$ cat config.mk
export PLATFORM = sky130hd
export DESIGN_NAME = lfsr_throttle
export DESIGN_NICKNAME = d
export VERILOG_FILES = /design/src/rtl/stream_checker_pkg.sv /design/src/rtl/stream_checker_lfsr_throttle.sv
export SDC_FILE = /design/constraint.sdc
export NUM_CORES = 1
export LEC_CHECK = 0
export CAP_MARGIN = 0
export CORE_AREA = 2 2 47 49
export CTS_BUF_LIST = sky130_fd_sc_hd__clkbuf_4 sky130_fd_sc_hd__clkbuf_8
export DETAILED_ROUTE_END_ITERATION = 8
export DIE_AREA = 0 0 49 51
export HOLD_SLACK_MARGIN = 0.1
export PLACE_DENSITY_LB_ADDON = 0.3
export SYNTH_ARGS = -nofsm -noshare
export SYNTH_HDL_FRONTEND = slang
export SYNTH_SLANG_ARGS = --single-unit
$ cat constraint.sdc
create_clock -name clk -period 2.1 [get_ports clk]
set_clock_uncertainty 0.1 [all_clocks]
set_input_delay 0.315 -clock clk [delete_from_list [all_inputs] [get_ports clk]]
set_output_delay 0.315 -clock clk [all_outputs]
set_load 0.02 [all_outputs]
$ cat src/rtl/stream_checker_pkg.sv
// rtl/stream_checker_pkg.sv - shared types, config field positions and helpers for stream_checker
package stream_checker_pkg;

    typedef enum logic [1:0] {
        IDLE,
        IN_FRAME,
        RESYNC
    } state_e;

    localparam int CFG_LEN_LSB     = 0;
    localparam int CFG_LEN_MSB     = 7;
    localparam int CFG_THR_LSB     = 8;
    localparam int CFG_THR_MSB     = 11;
    localparam int CFG_SEQ_RESTART = 12;
    localparam int CFG_SEQ_CHECK   = 13;

    // Fibonacci taps 16,14,13,11 expressed on bit indices 15,13,12,10
    localparam logic [15:0] LFSR_SEED = 16'hACE1;
    localparam logic [15:0] LFSR_TAPS = 16'hB400;

    function automatic logic [31:0] sat_inc(input logic [31:0] value, input int unsigned width);
        logic [31:0] max_val;
        max_val = 32'hFFFF_FFFF >> (32 - width);
        return (value == max_val) ? value : value + 32'd1;
    endfunction

endpackage

$ cat src/rtl/stream_checker_lfsr_throttle.sv
// rtl/stream_checker_lfsr_throttle.sv - free-running LFSR driving a registered, throttled ready
module lfsr_throttle
    import stream_checker_pkg::*;
(
    input  logic       clk,
    input  logic       reset,
    input  logic [3:0] throttle,
    output logic       ready
);

    logic [15:0] lfsr_q;
    logic [15:0] lfsr_d;
    logic        ready_q;
    logic        ready_d;

    always_comb begin
        lfsr_d  = {lfsr_q[14:0], ^(lfsr_q & LFSR_TAPS)};
        ready_d = (throttle == 4'd0) || (lfsr_d[3:0] >= throttle);
    end

    always_ff @(posedge clk or negedge reset) begin
        if (!reset) begin
            lfsr_q  <= LFSR_SEED;
            ready_q <= 1'b0;
        end else begin
            lfsr_q  <= lfsr_d;
            ready_q <= ready_d;
        end
    end

    assign ready = ready_q;

endmodule

After elaboration in Yosys (flattened, before gate mapping) --
Index checks and enable logic that the tools add are counted.
Storage, ports and cells: register bits 17, input port bits 6, output and inout port bits 1
Cells by class: $lt $le $gt $ge 1, reductions and logical operators 3
Operators with widths (number):
- XOR reduction 16 bit | 1
- >= comparator 4 bit | 1
- zero test 4 bit | 1
- logical OR 1 bit | 1

Logic depth before layout (Yosys ltp) --
Gate-level depths: netlist of the first run.
depth after elaboration 3, depth in mapped cells 6, mapped depth without buffers 6

Worst setup path after synthesis of the first run --
OpenSTA, ideal clock, no wires.
path type reg2reg, start point reg lfsr_q[10], end point reg ready_q (netlist: ready), setup time 0.130 ns, data arrival time 1.520 ns, data required time 1.870 ns, path slack 0.350 ns, stages on the path, launching flop included 7, clock period less this slack 1.750 ns, path through dfstp_2 > xor2_1 > xor2_1 > ha_1 > nand2b_1 > a211oi_1 > o21ai_0
On the way: longest elaborated chain between the ends 3
Ends and longest elaborated chain:
- from (decl) | line stream_checker_lfsr_throttle.sv:11 | logic [15:0] lfsr_q;
- from (signal assigned) | line stream_checker_lfsr_throttle.sv:26 | lfsr_q <= lfsr_d;
- XOR reduction 16 bit | line stream_checker_lfsr_throttle.sv:17 | lfsr_d = {lfsr_q[14:0], ^(lfsr_q & LFSR_TAPS)};
- >= comparator 4 bit | line stream_checker_lfsr_throttle.sv:18 | ready_d = (throttle == 4'd0) || (lfsr_d[3:0] >= throttle);
- logical OR 1 bit | line stream_checker_lfsr_throttle.sv:18
- via ready_d | line stream_checker_lfsr_throttle.sv:14 | logic ready_d;
- to (signal assigned) | line stream_checker_lfsr_throttle.sv:27 | ready_q <= ready_d;
- to (decl) | line stream_checker_lfsr_throttle.sv:13 | logic ready_q;
The timed path passes the listed nets, and every way through them passes these cells.

Final worst setup path of the first run --
start point reg lfsr_q[15], end point reg ready_q (netlist: ready)
The elaborated chain is that of the path after synthesis.

==> metrics.cfg, run 1 <==
[critical_path]
crit_arrival_ps = 1940
start_kind = register
critPathSlowestCell = dfstp_2
critPathMaxFanout = 2
worstSetupEndpointType = register
worst_path_most_repeated_cell = xor2_1
path_cells = xor2_1 > xor2_1 > ha_1 > nand2b_1 > a211oi_1 > o21ai_0
r2r_end = ready
regToRegStartpoint = lfsr_q[15]
cp_slowest_stage_delay_ps = 540
cp.required_ps = 2180
crit_type = reg -> reg
reg2reg_slack_ps = 240
ff2ff_path_depth = 6

[pwr]
leakage_nw = 0.331
p_sw_w = 0.000114
p_int_w = 0.000416
power_w = 0.000530
clock_power_share = 0.328
swShare = 0.216
power_frac_comb = 0.051
ir_drop_mv = 0.429
cellPowerDensity_nw_per_um2 = 765
p_seq_frac = 0.621

[route]
drc = 0
drt-total-wl_um = 717
wl_per_cell_um = 9.82
via_per_inst = 3.71
route.vias.total = 271
drtIter0Drc = 2
firstDrtPassIters = 2
drtAntennaViolNets = 0

[synthesis]
postSynthCellCount = 34
seq_area_frac_synth = 0.777
ys_ff_latch = 17
yosys_warnings = 0
syn_area_per_cell_um2 = 16.5
synth_fp_nets = 44
syn_area_um2 = 561
synth_top_area_cell = dfrtp_1
synth_top_area_share = 0.402
yosys-top-cells-area = dfrtp_1 (40%), dfstp_2 (38%), ha_1 (8.9%), xor2_1 (3.1%), inv_1 (2.7%)
synth_cell_types = 11

[timing]
hold_violations = 0
slew_headroom = 0.849
finalMaxSlewViolations = 0
tightest_slew_ps = 224
final-setup-viol-count = 0
rsz0062_at_grt = no
finalCritPeriodShare = 0.886
layout_min_cycle_time_ps = 1860
fin_tns_setup_ps = 0
fmax_mhz = 537

[grt]
grt_pass1_wl_um = 1400
grt_overflow = 0
grt_pass1_vias = 299
track_usage = 0.0812
grt_max_degree = 18
grt_antenna_before_repair = 0

[clocking]
cts_setup_buffers = 0
cts_hold_buffers = 0
cts_tree = done
clk_path_buf_depth = 2
ctsResizeCount = 0
worst_skew_pair.late_latency_ps = 290
numCtsBuffers = 3
root_buffer = clkbuf_4
clkTransAtPathRegs_ps = 100
cts_sinks = 17
htree_num_levels = 1

[placement]
io_buffers = 6
gp_congestion = 0.732
dp_hpwl_um = 507

[cells_and_area]
drive_gt1_frac = 0.289
final_common_cell = dfrtp_1
num_antenna_cells = 0
layout_common_cells = dfrtp_1 (9), dfstp_2 (8), clkdlybuf4s50_1 (6)
fin_nets = 56
syn2layout_area_growth_pct = 23.7

[floorplanning]
design.die.area_um2 = 2500
initial_core_util = 0.272
fp.dieW_um = 49
row_count = 17
die_y_um = 51
ios = 7
fp.coreArea_um2 = 2060

[hold_path]
hold_class = in -> async

[status]
status = finished clean

[job]
drv_cap = 0

==> registers in the layout, summed over array words and instances, names as in the netlist <==
name and flops:
ready 1, lfsr_q 16
==> Yosys cell counts, drive strengths merged <==
cell and n:
inv 4, dfstp 8, dfrtp 9, xnor2 1
a211oi 1, nor4 1, nand2b 1, ha 4
o21ai 2, nor2 1, xor2 2
==> critical path, delay by kind of cell (launching register included) <==
family                     cells  cell delay, ps
AOI/OAI and AO/OA              2             320
xor gates and xnor gates       2             390
adders and majority gates      1             260
DFF                            1             540
and+or+nand+nor                1             140
==> cells by family after synthesis <==
group | after synthesis | share of synthesized area
buf+inv | 4 | 0.0268
xor+xnor | 3 | 0.0469
flops | 17 | 0.777
fa+ha+maj | 4 | 0.0893
compound gates | 3 | 0.0313
simple gates | 3 | 0.0290
==> per-stage QoR <==
step / hold slack, ps / std cells / instance area [µm²] / setup slack (ps) / util
global placement: 237 / 69 / 663 / 267 / 0.321
CTS: 223 / 73 / 693 / 226 / 0.336
detailed placement: 238 / 69 / 663 / 229 / 0.321
finish: 233 / 73 / 693 / 239 / 0.336
floorplan: -80.6 / 34 / 561 / 350 / -
global route: 241 / 73 / 693 / 113 / 0.336
==> power by group through the flow <==
stage / Sequential [W] / Clock [W] / Combinational (W)
2_1_floorplan: 0.000337 / 0 / 0.00000546
3_3_place_gp: 0.000335 / 0 / 0.0000278
3_5_place_dp: 0.000335 / 0 / 0.0000282
4_1_cts: 0.000329 / 0.000188 / 0.0000282
5_1_grt: 0.000330 / 0.000203 / 0.0000319
6_report: 0.000329 / 0.000174 / 0.0000271
==> per-layer routing <==
metal  global-route usage  wire length [µm]  up-vias
met3               0.0556                42        0
met1               0.0996               359      136
met2                0.105               315        4
met4               0.0429                 0        0
met5                    0                 0        -
li1                     -                 -      131
==> worst max path at each step <==
stage                           from     to  slack, ps  depth (start not counted)
after floorplan           lfsr_q[10]  ready        350                          6
after global placement    lfsr_q[10]  ready        270                          6
after detailed placement  lfsr_q[10]  ready        230                          6
after CTS                 lfsr_q[15]  ready        230                          6
after global routing      lfsr_q[15]  ready        110                          6
final                     lfsr_q[15]  ready        240                          6
==> layout make-up <==
| class | count | area, µm² |
|---|---|---|
| Multi-Input combinational cell | 13 | 110 |
| Clock inverter | 1 | 7.51 |
| Inverter | 4 | 15.0 |
| Fill cell | 207 | 1370 |
| Timing Repair Buffer | 7 | 67.6 |
| Clock buffer | 3 | 22.5 |
| Tap cell | 28 | 35.0 |
| Sequential cell | 17 | 435 |
Note: power is estimated with default switching activity, not from simulation.
==> run 2, diff against run 1 <==
--- a/config.mk
+++ b/config.mk
@@ -5,11 +5,13 @@
 export SDC_FILE = /design/constraint.sdc
 export NUM_CORES = 1
 export LEC_CHECK = 0
-export CAP_MARGIN = 0
-export CORE_AREA = 2 2 47 49
+export ABC_AREA = 1
+export CAP_MARGIN = 20
+export CORE_AREA = 2 2 49 51
 export CTS_BUF_LIST = sky130_fd_sc_hd__clkbuf_4 sky130_fd_sc_hd__clkbuf_8
 export DETAILED_ROUTE_END_ITERATION = 8
-export DIE_AREA = 0 0 49 51
+export DIE_AREA = 0 0 51 53
+export DONT_BUFFER_PORTS = 1
 export HOLD_SLACK_MARGIN = 0.1
 export PLACE_DENSITY_LB_ADDON = 0.3
 export SYNTH_ARGS = -nofsm -noshare
==> metrics.cfg, run 2 <==
[critical_path]
worst_path_most_repeated_cell = nand2_1
critPathMaxFanout = 3  ; +1
start_kind = register
worst-path-buf-inv = 3  ; +3
critPathSlowestCell = dfstp_2
cp.required_ps = 2170  ; about the same
crit_arrival_ps = 1730  ; -210 ps
cp_slowest_stage_delay_ps = 570  ; +30 ps
worstSetupEndpointType = register
crit_type = reg -> reg
path_delay_family = flip-flops
path_cells = inv_1 > nand2_1 > nand2_2 > nand2_2 > inv_1 > nor2_1 > ha_1 > inv_1 > nand2_1 > nand2_1 > nand2_1 > nand2_1 > nand2_1

[clocking]
root_buffer = clkbuf_4
clk_path_buf_depth = 2  ; unchanged
numCtsBuffers = 3  ; unchanged
cts_sinks = 17  ; unchanged
cts_setup_buffers = 0  ; unchanged
cts_tree = done
clkTransAtPathRegs_ps = 90  ; about the same
worst_skew_pair.late_latency_ps = 270  ; -20 ps
htree_num_levels = 1  ; unchanged

[floorplanning]
fp.coreArea_um2 = 2150  ; +4.1%
fp.dieW_um = 51  ; +4.1%
ios = 7  ; unchanged
row_count = 17  ; unchanged
initial_core_util = 0.289  ; +0.0178
design.die.area_um2 = 2700  ; +8.2%
die_y_um = 53  ; +3.9%

[grt]
grt_pass1_vias = 384  ; +28%
grt_overflow = 0  ; unchanged
grt_antenna_before_repair = 0  ; unchanged
grt_pass1_wl_um = 1570  ; +12%
track_usage = 0.0826  ; +0.00142
grt_max_degree = 18  ; unchanged

[synthesis]
ys_top_cells_by_count = nand2_1 (14), inv_1 (12), dfrtp_1 (9)
seq_area_frac_synth = 0.700  ; -0.0766
syn_area_per_cell_um2 = 11.3  ; -31%
yosysMostFrequentCell = nand2_1
synth_top_area_cell = dfrtp_1
async_reset_ff_frac = 1.00  ; unchanged
syn_area_um2 = 622  ; +11%
ys_ff_latch = 17  ; unchanged
synth_cell_types = 9  ; -2
postSynthCellCount = 55  ; +62%
yosys_warnings = 0  ; unchanged
yosys-top-cells-area = dfrtp_1 (36%), dfstp_2 (34%), nand2_1 (8.5%), ha_1 (8.0%), inv_1 (7.2%)
synth-edff-count = 0  ; unchanged
synth_flop_cell = dfrtp_1
synth_top_area_share = 0.362  ; -0.0396
synth_fp_nets = 65  ; +48%

[placement]
dp_hpwl_um = 618  ; +22%
post-place-ws_ps = 428  ; +198 ps
io_buffers = 0  ; -6
gp_congestion = 0.708  ; -3.3%
placed_cells = 83  ; +20%

[route]
drc = 0  ; unchanged
route.vias.total = 345  ; +27%
firstDrtPassIters = 4  ; +2
drt-total-wl_um = 815  ; +14%
drtIter0Drc = 3  ; +1
via_per_inst = 3.92  ; +5.6%
wl_per_cell_um = 9.26  ; -5.7%
drtAntennaViolNets = 0  ; unchanged

[timing]
hold_violations = 0  ; unchanged
finalMaxSlewViolations = 0  ; unchanged
tightest_slew_ps = 718  ; +494 ps
final.setup.worst_slack_ps = 441  ; +203 ps
final-setup-viol-count = 0  ; unchanged
fmax_mhz = 603  ; +12%
finalCritPeriodShare = 0.790  ; -0.0965
layout_min_cycle_time_ps = 1660  ; -203 ps
fin_tns_setup_ps = 0  ; unchanged
rsz0062_at_grt = no
slew_headroom = 0.519  ; -0.330

[pwr]
swShare = 0.192  ; -0.0239
p_int_w = 0.000421  ; +1.2%
clock_power_share = 0.334  ; +0.006
p_seq_frac = 0.635  ; +0.014
ir_drop_mv = 0.482  ; +13%
cellPowerDensity_nw_per_um2 = 747  ; -2.4%
power_frac_comb = 0.031  ; -0.020
p_sw_w = 0.0000999  ; -13%
leakage_nw = 0.366  ; +11%

[cells_and_area]
final_common_cell = nand2_1
fin_nets = 71  ; +27%
drive_gt1_frac = 0.233  ; -0.0556
largest_register_ffs = 16  ; unchanged
num_antenna_cells = 0  ; unchanged
top_register = lfsr_q
layoutNonFillerInstCount = 88  ; +21%
layout_common_cells = nand2_1 (14), inv_1 (12), dfrtp_1 (9)
syn2layout_area_growth_pct = 12.1

[job]
drv_cap = 0  ; unchanged

[hold_path]
hold_class = in -> reg

[status]
status = finished clean

## run 2: changes by cell type after synthesis, sizes merged, moves of 2 or more
| cell | change |
|---|---|
| o21ai | -2 |
| nand2 | +16 |
| nor2 | +3 |
| inv | +8 |
| xor2 | -2 |
## run 2: through the flow
| step | area, µm² | util | hold WS (ps) | total power (W) |
|---|---|---|---|---|
| 3_5_place_dp | 657 | 0.306 | -80.0 | 0.000346 |
| 5_1_grt | 697 | 0.324 | 222 | 0.000547 |
| 6_report | 697 | 0.324 | 177 | 0.000521 |
| 4_1_cts | 697 | 0.324 | 168 | 0.000532 |
| 2_1_floorplan | 622 | - | -80.6 | 0.000344 |
| 3_3_place_gp | 657 | 0.306 | -80.0 | 0.000346 |
## run 2: path summary, 6_finish.rpt
check	slack, ps	from	cells past startpoint	to
max	440	lfsr_q[10]	13	ready
min	180	throttle[0]	3	ready
max reg2reg	440	lfsr_q[10]	13	ready
min reg2reg	260	lfsr_q[3]	0	lfsr_q[4]
max in group asynchronous	1020	reset	1	lfsr_q[2]
min in group asynchronous	430	reset	1	lfsr_q[8]
## run 2: worst min-delay path: stages
cell	delay [ps]
nor2_1	20
a21oi_1	110
nand2_1	70
## run 2: kinds of logic (layout without fill, tap and decap cells)
family | Yosys count | after routing | synth area share
simple gates | 21 | 21 | 0.139
flops | 17 | 17 | 0.700
buf+inv | 12 | 17 | 0.0724
compound gates | 1 | 1 | 0.00804
fa+ha+maj | 4 | 4 | 0.0805
## run 2: cell type report
class	instances	area (µm²)
fill	233	1450
sequential	17	435
multi-input combinational	26	141
inverter	12	45.0
tap	28	35.0
clock buffer	4	30.0
timing repair buffer	1	10.0
## run 2: repair_timing
item	CTS	global route
resized for setup	0	0
endpoints found under the hold margin	17	0
hold buffers	1	0
## run 2: per-layer routing
| layer | track usage | vias to the layer above | wire (µm) |
|---|---|---|---|
| met1 | 0.103 | 168 | 385 |
| met5 | 0 | - | 0 |
| met4 | 0.0135 | 0 | 0 |
| met2 | 0.128 | 5 | 391 |
| met3 | 0.0452 | 0 | 39 |
| li1 | - | 172 | - |
## run 2: power by group through the flow
stage | sequential, W | combinational, W | clock [W]
after floorplan | 0.000337 | 0.00000754 | 0
after global placement | 0.000337 | 0.00000891 | 0
after detailed placement | 0.000337 | 0.00000942 | 0
after CTS | 0.000331 | 0.0000169 | 0.000184
after global routing | 0.000331 | 0.0000197 | 0.000196
final | 0.000331 | 0.0000160 | 0.000174
==> run 3, diff against run 2 <==
==> constraint.sdc (replaced) <==
create_clock -name clk -period 1.35 [get_ports clk]
set_clock_uncertainty 0.1 [all_clocks]
set_input_delay 0.2025 -clock clk [delete_from_list [all_inputs] [get_ports clk]]
set_output_delay 0.2025 -clock clk [all_outputs]
set_load 0.02 [all_outputs]
==> metrics.cfg, run 3 (synthesis gave the netlist of run 2 again) <==
[clocking]
htree_num_levels = 1  ; unchanged
worst_skew_pair.late_latency_ps = 280  ; about the same
clkTransAtPathRegs_ps = 90  ; about the same
cts_tree = done
cts_setup_buffers = 0  ; unchanged
cts_sinks = 17  ; unchanged
root_buffer = clkbuf_4
numCtsBuffers = 3  ; unchanged
clk_path_buf_depth = 2  ; unchanged

[critical_path]
critPathSlowestCell = dfstp_2
worst-path-buf-inv = 2  ; -1
crit_type = reg -> reg
cp_slowest_stage_delay_ps = 550  ; -20 ps
path_cells = inv_1 > nand2_1 > nand2_2 > nor2_1 > nor2_1 > ha_1 > inv_1 > nand2_1 > nand2_1 > nand2_1 > nand2_1 > nand2_1
worstSetupEndpointType = register
path_delay_family = flip-flops
worst_path_most_repeated_cell = nand2_1
start_kind = register
crit_arrival_ps = 1710  ; -20 ps
critPathMaxFanout = 3  ; unchanged
cp.required_ps = 1430  ; -740 ps

[timing]
tightest_slew_ps = 687  ; -31.6 ps
final-setup-viol-count = 1  ; +1
fmax_mhz = 611  ; +1.3%
fin_tns_setup_ps = -287  ; -287 ps
hold_violations = 0  ; unchanged
slew_headroom = 0.541  ; +0.0211
layout_min_cycle_time_ps = 1640  ; -21.7 ps
finalCritPeriodShare = 1.21  ; +0.423
rsz0062_at_grt = yes
final.setup.worst_slack_ps = -287  ; -728 ps
finalMaxSlewViolations = 0  ; unchanged

[route]
drtIter0Drc = 3  ; unchanged
drt-total-wl_um = 900  ; +10%
drtAntennaViolNets = 0  ; unchanged
firstDrtPassIters = 2  ; -2
route.vias.total = 382  ; +11%
wl_per_cell_um = 9.57  ; +3.4%
drc = 0  ; unchanged
via_per_inst = 4.06  ; +3.7%

[cells_and_area]
fillCellCount = 221  ; -5.2%
final_area_um2 = 757  ; +8.6%
final_common_cell = nand2_1
top_register = lfsr_q
drive_gt1_frac = 0.318  ; +0.0848
largest_register_ffs = 16  ; unchanged
num_antenna_cells = 0  ; unchanged
fin_nets = 77  ; +8.5%
syn2layout_area_growth_pct = 21.7
layout_common_cells = nand2_1 (11), inv_1 (10), dfrtp_1 (9)

[placement]
place_area_um2 = 672  ; +2.3%
io_buffers = 0  ; unchanged
gp_congestion = 0.725  ; +2.5%
post-place-ws_ps = -296  ; -724 ps
dp_hpwl_um = 603  ; -2.3%

[floorplanning]
fp.coreArea_um2 = 2150  ; unchanged
die_y_um = 53  ; unchanged
ios = 7  ; unchanged
fp.dieW_um = 51  ; unchanged
initial_core_util = 0.289  ; unchanged
row_count = 17  ; unchanged
design.die.area_um2 = 2700  ; unchanged

[grt]
grt_pass1_wl_um = 1750  ; +12%
grt_antenna_before_repair = 0  ; unchanged
grt_pass1_vias = 436  ; +14%
grt_overflow = 0  ; unchanged
grt_max_degree = 18  ; unchanged
track_usage = 0.0929  ; +0.0102

[status]
status = finished, violations left
violations = negative setup slack

[pwr]
cellPowerDensity_nw_per_um2 = 1070  ; +43%
leakage_nw = 0.389  ; +6.4%
ir_drop_mv = 0.685  ; +42%

[job]
drv_cap = 0  ; unchanged

[hold_path]
hold_class = in -> reg

[run 3: through the flow]
step	hold WS, ps	utilization	power (W)	instances
4_1_cts	192	0.351	0.000828	94
5_1_grt	226	0.352	0.000858	94
3_5_place_dp	-192	0.313	0.000538	85
2_1_floorplan	-193	-	0.000535	55
6_report	198	0.352	0.000807	94
3_3_place_gp	-193	0.313	0.000538	85
[run 3: final cells by class]
type	count	area (µm²)	area share
flip-flops and latches	17	435	0.575
multi-input cells	26	149	0.197
repair buffers	7	65.1	0.0860
inverters	12	45.0	0.0595
well taps	28	35.0	0.0463
clock buffers	3	22.5	0.0298
clock inverters	1	5.00	0.00661
[run 3: final timing paths]
path                       slack [ps]        start  depth (start not counted)         end
hold / removal                    200  throttle[2]                          6       ready
min in group asynchronous         290        reset                          1  lfsr_q[14]
setup / recovery                 -290   lfsr_q[13]                         12       ready
hold reg to reg                   250    lfsr_q[8]                          0   lfsr_q[9]
setup reg to reg                 -290   lfsr_q[13]                         12       ready
max in group asynchronous         420        reset                          1   lfsr_q[2]
[run 3: where the power goes]
group | internal, W | total [W] | switching [W]
registers | 0.000512 | 0.000515 | 0.00000294
logic | 0.0000158 | 0.0000341 | 0.0000183
clock network | 0.000110 | 0.000258 | 0.000148
[run 3: repair_timing]
action                     CTS  global route
hold buffers                 5             0
pin swaps                    0             0
gates resized for setup      3             2
hold endpoints to repair    18             0
setup endpoints to repair    1             1
[run 3: metal layers]
metal | GRT usage | routed length [µm]
met5 | 0 | 0
met4 | 0.0270 | 7
met3 | 0.0565 | 45
met2 | 0.154 | 436
met1 | 0.0987 | 411
[run 3: worst register-to-register path: stages (launching register included)]
cell and delay (ps):
dfstp_2 550, inv_1 40, nand2_1 80, nand2_2 60, nor2_1 100, nor2_1 50, ha_1 260, inv_1 50
nand2_1 40, nand2_1 50, nand2_1 50, nand2_1 50, nand2_1 50
==> RTL edit: new RTL, flow settings as in run 1 <==
Reset style: synchronous (`reset`), changed in one clocked block.
--- a/src/rtl/stream_checker_lfsr_throttle.sv
+++ b/src/rtl/stream_checker_lfsr_throttle.sv
@@ -20,3 +20,3 @@
 
-    always_ff @(posedge clk or negedge reset) begin
+    always_ff @(posedge clk) begin
         if (!reset) begin
Formal check against the unedited RTL: differs if reset is asserted again (counterexample within 4 cycles, from zero or initial values and one cycle with reset low); with reset held inactive, the same outputs for 10 cycles.
==> RTL edit against run 1 <==
- sequential cell count is the same
- wire length up 2.2%
- area after synthesis rose by 3.1%
- via count grew 25%
- worst setup slack gained 0.26 ns
- cell area increased by 0.36%
Power is not compared: it rests on default switching activity, and its combinational part moved more than twofold at a synthesized area within 25%.
==> RTL edit: results (changes against run 1) <==
Parameter                              Value

Run status
  Outcome    completed

Routing
  Average vias per placed instance    3.90 (+5.0%)
  Number of iterations in the first detailed-routing pass    3 (+1)
  Wire length per cell    8.43 um (-14%)
  Initial drt markers    1 (-1)
  Wire length reported by the detailed router    733 um (+2.2%)

Place
  Gp weighted congestion    0.721 (-1.6%)
  Number of cells after detailed placement    83 (+20%)
  Worst setup timing slack at the placement stage    0.283 ns (+0.0541 ns)
  Buffers added on ports    6 (unchanged)
  Total cell area at the placement stage    666 um^2 (+0.38%)

Synth
  Top_reg_cell synth    sky130_fd_sc_hd__dfxtp_1
  FFs w/ async S/R, synth    0 (-1.00)
  Post-synthesis xor/xnor area fraction    0.0455 (-0.00142)
  Largest cells by area after synthesis    sky130_fd_sc_hd__dfxtp_1, sky130_fd_sc_hd__and2_1, sky130_fd_sc_hd__ha_1, sky130_fd_sc_hd__nand2b_1, sky130_fd_sc_hd__xnor2_1
  Syn avg cell area    11.6 um^2 (-30%)
  Post-Synthesis Net Count    60 (+36%)
  Sequential area share after synthesis    0.589 (-0.188)
  Unique masters post-synth    13 (+2)
  Top post-synthesis cells by count    sky130_fd_sc_hd__dfxtp_1, sky130_fd_sc_hd__and2_1, sky130_fd_sc_hd__nand2b_1, sky130_fd_sc_hd__ha_1
  Synth Warn #    0 (unchanged)
  Area fraction in compound gates after synthesis    0.0714 (+0.0402)
  Synth Area in Adders    0.0866 (-0.00271)
  Fraction of synthesized area in multiplexers    0 (unchanged)

Global route
  Global Route Usage Sum    0.0759 (-0.00530)
  Global routing usage on met3    0.0263 (-0.0292)
  Via count of the first global-routing pass    335 (+12%)
  Met1 Track Usage GR    0.0874 (-0.0122)
  Wire length of the first global-routing pass    1410 um (+0.50%)
  Global-route track usage on met2    0.110 (+0.00457)

Worst hold path
  Hold-critical path endpoint    lfsr_q[10]$_SDFF_PN1_
  Path category of the worst min-delay check    register to register

Worst setup path
  CP delay by family, top    buffers and inverters
  Total stage count of the critical path    1 (-5)
  Slowest stage cell on the critical path    sky130_fd_sc_hd__clkdlybuf4s50_1
  Maximum single-stage delay on the critical path    0.59 ns (+0.05 ns)
  FF-to-FF End    ready$_SDFF_PN0_
  Slack of the worst reg-to-reg path    0.62 ns (+0.38 ns)
  Critical-path maximum fanout    1 (-1)
  Crit Reg-Reg Startpoint    lfsr_q[13]$_SDFF_PN1_

Clock tree
  Number of setup buffers added after CTS    0 (unchanged)
  Resized cells post-CTS    0 (unchanged)
  H-tree depth    1 (unchanged)

Flow run
  Maximum Capacitance Violations    0 (unchanged)

Layout
  Proportion of layout cells with a drive suffix above 1    0.0847 (-0.204)
  Flip-flop count of the largest register, all copies and words added    16 (unchanged)
  Reg with most FFs    lfsr_q
  Number of nets at the end of the flow    70 (+25%)

Power
  Leakage power summed over all cells    0.293 nW

Timing
  Worst slew slack as a fraction of its limit    0.679 (-0.170)
  Hold slack final    0.313 ns (+0.0802 ns)
RTL edit: changes by cell type after synthesis, sizes merged, moves of 2 or more:
cell / change
a21oi: +2
and2: +8
dfrtp: -9
dfstp: -8
dfxtp: +17
nand2b: +6
o21ai: -2
xnor2: +2
xor2: -2
RTL edit: cell families (layout without fill, tap and decap cells):
logic type      Yosys count  count (layout)
xor+xnor                  3               3
compound gates            5               5
flops                    17              17
buf+inv                   4              13
fa+ha+maj                 4               4
simple gates             17              17
RTL edit: how the worst max path moves through the flow:
stage / end / slack (ns) / startpoint
2_1_floorplan: ready$_SDFF_PN0_ / 0.70 / lfsr_q[13]$_SDFF_PN1_
3_3_place_gp: ready$_SDFF_PN0_ / 0.32 / throttle[1]
3_5_place_dp: ready$_SDFF_PN0_ / 0.28 / throttle[3]
4_1_cts: ready / 0.49 / ready$_SDFF_PN0_
5_1_grt: ready$_SDFF_PN0_ / 0.46 / lfsr_q[13]$_SDFF_PN1_
6_report: ready / 0.50 / ready$_SDFF_PN0_
RTL edit: cell type report:
class	instances	area, um^2
Clock buffer	4	30.0
Multi-Input combinational cell	29	219
Inverter	3	11.3
Timing Repair Buffer	6	60.1
Sequential cell	17	340
Fill cell	215	1370
Tap cell	28	35.0
RTL edit: routing by layer:
| layer | up-vias | part of all wire |
|---|---|---|
| li1 | 176 | - |
| met1 | 154 | 0.52 |
| met2 | 5 | 0.41 |
| met3 | 4 | 0.035 |
| met4 | 0 | 0.037 |
| met5 | - | 0 |
RTL edit: power by group:
group	leakage (nW)	internal, mW	switching, mW
Sequential	0.142	0.347	0.00839
Combinational	0.133	0.0426	0.0320
Clock	0.0184	0.0866	0.0916
Total	0.293	0.476	0.132
